### src/rtl/calc_pkg.sv
// rtl/calc_pkg.sv - shared calculator constants: key codes, sequencer state encoding, operand width
package calc_pkg;

  localparam int          C_CALC_W  = 8;

  localparam logic [3:0]  C_KEY_ADD = 4'hA;
  localparam logic [3:0]  C_KEY_SUB = 4'hB;
  localparam logic [3:0]  C_KEY_CLR = 4'hC;
  localparam logic [3:0]  C_KEY_EQ  = 4'hF;

  localparam logic [2:0]  S_ENTER_A = 3'd0;
  localparam logic [2:0]  S_ENTER_B = 3'd1;
  localparam logic [2:0]  S_COMPUTE = 3'd2;
  localparam logic [2:0]  S_RESULT  = 3'd3;
  localparam logic [2:0]  S_ERROR   = 3'd4;

  typedef logic [3:0] key_t;

  function automatic logic is_digit(input key_t k);
    return (k <= 4'd9);
  endfunction

endpackage

### src/rtl/calc_sequencer_bin2bcd.sv
// rtl/calc_sequencer_bin2bcd.sv - signed W+1-bit value to sign plus 3-digit BCD magnitude
module bin2bcd_sm
  import calc_pkg::*;
#(
  parameter int W = C_CALC_W
) (
  input  logic [W:0]  i_value,
  output logic [11:0] o_bcd,
  output logic        o_neg
);

  logic [W:0]  w_mag;
  logic [11:0] w_bcd;

  always_comb begin
    w_mag = i_value[W] ? (~i_value + 1'b1) : i_value;
    w_bcd = '0;
    for (int i = W; i >= 0; i--) begin
      for (int d = 0; d < 3; d++) begin
        if (w_bcd[d*4 +: 4] >= 4'd5) w_bcd[d*4 +: 4] = w_bcd[d*4 +: 4] + 4'd3;
      end
      w_bcd = {w_bcd[10:0], w_mag[i]};
    end
    // Only reachable for W>8: display pins at 999 rather than wrapping.
    if (32'(w_mag) > 32'd999) w_bcd = 12'h999;
  end

  assign o_bcd = w_bcd;
  assign o_neg = i_value[W];

endmodule

### src/rtl/calc_sequencer.sv
// rtl/calc_sequencer.sv - operand A / function / operand B / equals sequencer with registered BCD result
module calc_sequencer
  import calc_pkg::*;
#(
  parameter int         W       = C_CALC_W,
  parameter logic [3:0] KEY_ADD = C_KEY_ADD,
  parameter logic [3:0] KEY_SUB = C_KEY_SUB,
  parameter logic [3:0] KEY_CLR = C_KEY_CLR,
  parameter logic [3:0] KEY_EQ  = C_KEY_EQ
) (
  input  logic          clock,
  input  logic          clear,
  input  logic          trig,
  input  logic [3:0]    key,
  input  logic [W-1:0]  operand,
  input  logic          op_valid,
  output logic          entry_clr,
  output logic [W:0]    result,
  output logic [11:0]   res_bcd,
  output logic          res_neg,
  output logic          done,
  output logic          err,
  output logic [2:0]    state_o
);

  logic [2:0]   r_state;
  logic [W-1:0] r_opa;
  logic [W-1:0] r_opb;
  logic         r_func_sub;
  logic [W:0]   r_result;
  logic [11:0]  r_bcd;
  logic         r_neg;
  logic         r_done;
  logic         r_err;
  logic         r_entry_clr;

  logic [W:0]   w_opa_x;
  logic [W:0]   w_opb_x;
  logic [W:0]   w_sum;
  logic [11:0]  w_bcd;
  logic         w_neg;
  logic         w_is_func;

  assign w_opa_x   = {r_opa[W-1], r_opa};
  assign w_opb_x   = {r_opb[W-1], r_opb};
  assign w_sum     = r_func_sub ? (w_opa_x - w_opb_x) : (w_opa_x + w_opb_x);
  assign w_is_func = (key == KEY_ADD) || (key == KEY_SUB);

  bin2bcd_sm #(.W(W)) u_bin2bcd (
    .i_value (w_sum),
    .o_bcd   (w_bcd),
    .o_neg   (w_neg)
  );

  always_ff @(posedge clock) begin
    if (clear) begin
      r_state     <= S_ENTER_A;
      r_opa       <= '0;
      r_opb       <= '0;
      r_func_sub  <= 1'b0;
      r_result    <= '0;
      r_bcd       <= '0;
      r_neg       <= 1'b0;
      r_done      <= 1'b0;
      r_err       <= 1'b0;
      r_entry_clr <= 1'b0;
    end else begin
      r_done      <= 1'b0;
      r_entry_clr <= 1'b0;
      // CLR aborts from anywhere except the single COMPUTE cycle; the result stays on display.
      if (trig && (key == KEY_CLR) && (r_state != S_COMPUTE)) begin
        r_state     <= S_ENTER_A;
        r_entry_clr <= 1'b1;
        r_err       <= 1'b0;
        r_opa       <= '0;
        r_opb       <= '0;
      end else begin
        case (r_state)
          S_ENTER_A: begin
            if (trig && w_is_func) begin
              if (op_valid) begin
                r_opa       <= operand;
                r_func_sub  <= (key == KEY_SUB);
                r_entry_clr <= 1'b1;
                r_state     <= S_ENTER_B;
              end else begin
                r_err   <= 1'b1;
                r_state <= S_ERROR;
              end
            end
          end
          S_ENTER_B: begin
            if (trig && (key == KEY_EQ)) begin
              if (op_valid) begin
                r_opb       <= operand;
                r_entry_clr <= 1'b1;
                r_state     <= S_COMPUTE;
              end else begin
                r_err   <= 1'b1;
                r_state <= S_ERROR;
              end
            end else if (trig && w_is_func) begin
              r_func_sub <= (key == KEY_SUB);
            end
          end
          S_COMPUTE: begin
            r_result <= w_sum;
            r_bcd    <= w_bcd;
            r_neg    <= w_neg;
            r_done   <= 1'b1;
            r_state  <= S_RESULT;
          end
          // The digit that leaves RESULT stays upstream as the first digit of A, so no entry_clr.
          S_RESULT: begin
            if (trig && is_digit(key)) r_state <= S_ENTER_A;
          end
          S_ERROR: begin
            r_err <= 1'b1;
          end
          default: r_state <= S_ENTER_A;
        endcase
      end
    end
  end

  assign entry_clr = r_entry_clr;
  assign result    = r_result;
  assign res_bcd   = r_bcd;
  assign res_neg   = r_neg;
  assign done      = r_done;
  assign err       = r_err;
  assign state_o   = r_state;

endmodule

### config.mk
export PLATFORM = sky130hd
export DESIGN_NAME = calc_sequencer
export DESIGN_NICKNAME = d
export VERILOG_FILES = /design/src/rtl/calc_pkg.sv /design/src/rtl/calc_sequencer_bin2bcd.sv /design/src/rtl/calc_sequencer.sv
export SDC_FILE = /design/constraint.sdc
export NUM_CORES = 1
export LEC_CHECK = 0
export CORE_UTILIZATION = 56
export DETAILED_ROUTE_END_ITERATION = 10
export GPL_ROUTABILITY_DRIVEN = 0
export PLACE_DENSITY = 0.8
export SETUP_SLACK_MARGIN = 0.15
export SYNTH_ARGS = -nofsm -noshare
export SYNTH_HDL_FRONTEND = slang
export SYNTH_HIERARCHICAL = 1
export SYNTH_SLANG_ARGS = --single-unit
### constraint.sdc
create_clock -name clock -period 15.4 [get_ports clock]
set_clock_uncertainty 0.05 [all_clocks]
set_input_delay 3.08 -clock clock [delete_from_list [all_inputs] [get_ports clock]]
set_output_delay 3.08 -clock clock [all_outputs]
set_load 0.01 [all_outputs]
==> summary.md <==
| Metric | Value |
|---|---|
| Status | `finished, violations left` |
| Failing checks | `DRC` |
| Antenna violations before repair | `0` |
| Via count | `3459` |
| Proportion of layout cells with a drive suffix above 1 | `9.48%` |
| Area contributors post-synth | `dfxtp_1 24%, ha_1 6.3%, nand2_1 5.4%` |
| Tcrit/Tclk final | `53.9%` |
| First-pass GRT wire length | `14700 um` |
| Simple-Gate Fraction of Synth Area | `roughly a quarter` |
| Synth Area in XOR/XNOR | `5.79%` |
| Peak Freq | `~120 MHz` |
| Die area | `7050 um^2` |
| TritonCTS Buffers | `5` |
| Fraction of registers with async set/reset | `0%` |
| Die Width | `84.0 um` |
| Crit path kind | `flop to flop` |
| Seq/Total Area, Yosys | `between 20% and 30%` |
| Main synth FF type | `dfxtp_1` |
| PortBufs | `43` |
| Final-layout fill cell count | `559` |
| Setup bufs post-CTS | `0` |
| WL per Instance | `14.9 um` |
| Max_slew headroom | `26.2%` |
| Initial Utilization | `58.6%` |
| Largest net degree at the start of global routing | `31` |
| Cell area after synthesis | `3760 um^2` |
| Slowest stage delay, CP | `0.78 ns` |
| Leak | `~1.7 nW` |
| H-tree levels | `2` |
| Clock sink total | `45` |
| Min Tclk post-route | `8.30 ns` |
| Post-cts sizing count | `0` |
| Worst hold path class | `flop to flop` |
| Slew Viols, Final | `0` |
| Worst Path Max Fanout | `14` |
| Crit path arrival time | `8.46 ns` |
| CP Launch Type | `flop` |
| Final WS setup | `between 7 and 8 ns` |
| EDFF count, synth | `0` |
| Area share of the largest cell type after synthesis | `23.9%` |
| Clk slew on worst S/H paths | `0.09 ns` |
| Syn Area/Cell | `about 8.0 um^2` |
| MaxCap Viol Count | `0` |
| Post-DP HPWL | `6470 um` |
| DR iter-0 viols | `242` |
| Boundary Pins | `44` |
| Slowest cell on crit path | `mux2i_1` |
| Ant diodes | `0` |
| Worst Hold Slack | `0.400 ns` |
| Vias in the first global route | `between 3k and 4k` |
| Bufs on Longest Clock Path | `2` |
| CP delay by family, top | `compound AO/OA/AOI/OAI gates` |
| Core ar. | `around 6400 um^2` |
| DR vias/cell | `6.04` |
| Synth unique cells | `86` |
| Largest family of logic cells by synthesized area | `simple AND/OR/NAND/NOR gates` |
| Chip Height | `84.0 um` |
| DRT Wirelength | `between 8000 and 9000 um` |
| Top cell type by total area after synthesis | `dfxtp_1` |
| First-pass iteration count of the detailed router | `8` |
| Critical Path RT | `15.56 ns` |
| Crit-path most repeated cell | `ha_1` |
| Antenna viol nets, final | `0` |
| Synth warn | `6` |
| Final hold vios | `0` |
| Detailed-route DRC error count | `2` |
| TNS Setup | `0 ns` |
| Final Net Count | `~530` |
| Syn_nets | `slightly above 500` |
| Multiplexer share of the synthesized area | `6.82%` |
| Crit path buf inv count | `2` |
| Cells after Synth | `468` |
| FP Rows | `29` |
| Crit. End Element | `flop` |
| Root buffer cell | `clkbuf_8` |
| GRT overflow | `0` |
| Compound-cell area share of the yosys netlist | `approximately 25%` |
| Adder and majority cell fraction of the synthesized area | `approximately 6.9%` |
| RSZ-0062 raised after global routing | `no` |
| Most frequent cell after synthesis | `nand2_1` |
| Power density cells | `95.6 nW/um^2` |
| Most frequent cells after synthesis | `54 x nand2_1, 48 x nor2_1, 45 x dfxtp_1` |
| Post-synthesis sequential element count | `between 40 and 50` |
| GRT Util Overall | `around a quarter` |
| Least-Margin Pin Slew | `between 1 and 1.5 ns` |
| Cts hold-fix bufs | `0` |
| Setup violators final | `0` |
| Place WS | `7.29 ns` |
| Worst VDD drop | `0.0000620 V` |
| Synth-to-layout area growth | `13.4%` |
| CTS tree | `yes` |
| Clock latency on the worst-skew pair | `0.29 ns` |
[cells by family (layout without fill, tap and decap cells)]
group / count (synthesis) / count (layout)
muxes: 24 / 24
and+or+nand+nor: 181 / 181
xor gates and xnor gates: 24 / 24
other: 1 / 1
adders and majority gates: 20 / 20
buffers and inverters: 45 / 73
DFF: 45 / 45
AOI/OAI and AO/OA: 128 / 128
[final timing paths]
path	from	end	slack (ns)	cells past startpoint
hold reg to reg	err	err	0.40	2
setup reg to reg	r_opb[0]	res_bcd[2]	7.10	33
setup / recovery	r_opb[0]	res_bcd[2]	7.10	33
hold / removal	err	err	0.40	2
[cells in the final DEF (no fill, tap or decap), drive strengths merged, types with 7 or more instances in the layout]
master and instances:
o21ai 22, dfxtp 45, inv 21, clkdlybuf4s50 43, nand3 7, xnor2 20
nand2b 9, nor2 49, mux2i 21, nand3b 7, nand2 55, o22ai 8
a31oi 9, a21oi 36, nor2b 8, nor3 11, ha 19
[power breakdown]
part	switching [mW]	total [mW]	internal, mW
logic	0.114	0.201	0.0864
clock network	0.0414	0.0901	0.0488
registers	0.000613	0.117	0.117
[worst reg2reg max path, delay by kind of cell (launching register included)]
family | cells | cell delay, ns
multiplexers | 1 | 0.78
AO/OA/AOI/OAI | 12 | 2.70
AND/OR/NAND/NOR | 10 | 1.57
buffers and inverters | 2 | 0.20
flip-flops | 1 | 0.43
XOR/XNOR | 3 | 1.05
adder cells (fa/ha/maj) | 5 | 1.42
[metrics by stage]
stage	utilization [%]	total power, mW	cell area, um^2	std cells
floorplan	-	0.286	3760	468
global placement	64.7	0.310	4160	565
detailed placement	64.7	0.316	4160	565
CTS	66.5	0.407	4270	573
global route	66.5	0.438	4270	573
finish	66.5	0.408	4270	573
[flip-flops by register name (all words and copies together), names as in the netlist]
register    cells
r_func_sub      1
done            1
entry_clr       1
r_opa           8
state_o         3
r_opb           8
err             1
res_neg         1
result          9
res_bcd        12
[routing by layer]
metal | wire length, um | GRT usage [%]
met5 | 0 | 0
met4 | 128 | 8.46
met3 | 295 | 3.36
met2 | 4080 | 41.7
met1 | 4040 | 33.2
[area by class of cell]
class | count | area (um^2) | share of cell area [%]
sequential | 45 | 901 | 21.1
clock inverter | 2 | 38.8 | 0.909
tap | 77 | 96.3 | 2.26
inverter | 21 | 78.8 | 1.85
timing repair buffer | 44 | 438 | 10.3
clock buffer | 6 | 72.6 | 1.70
multi-input combinational | 378 | 2640 | 61.9
(Power assumes the default switching activity.)
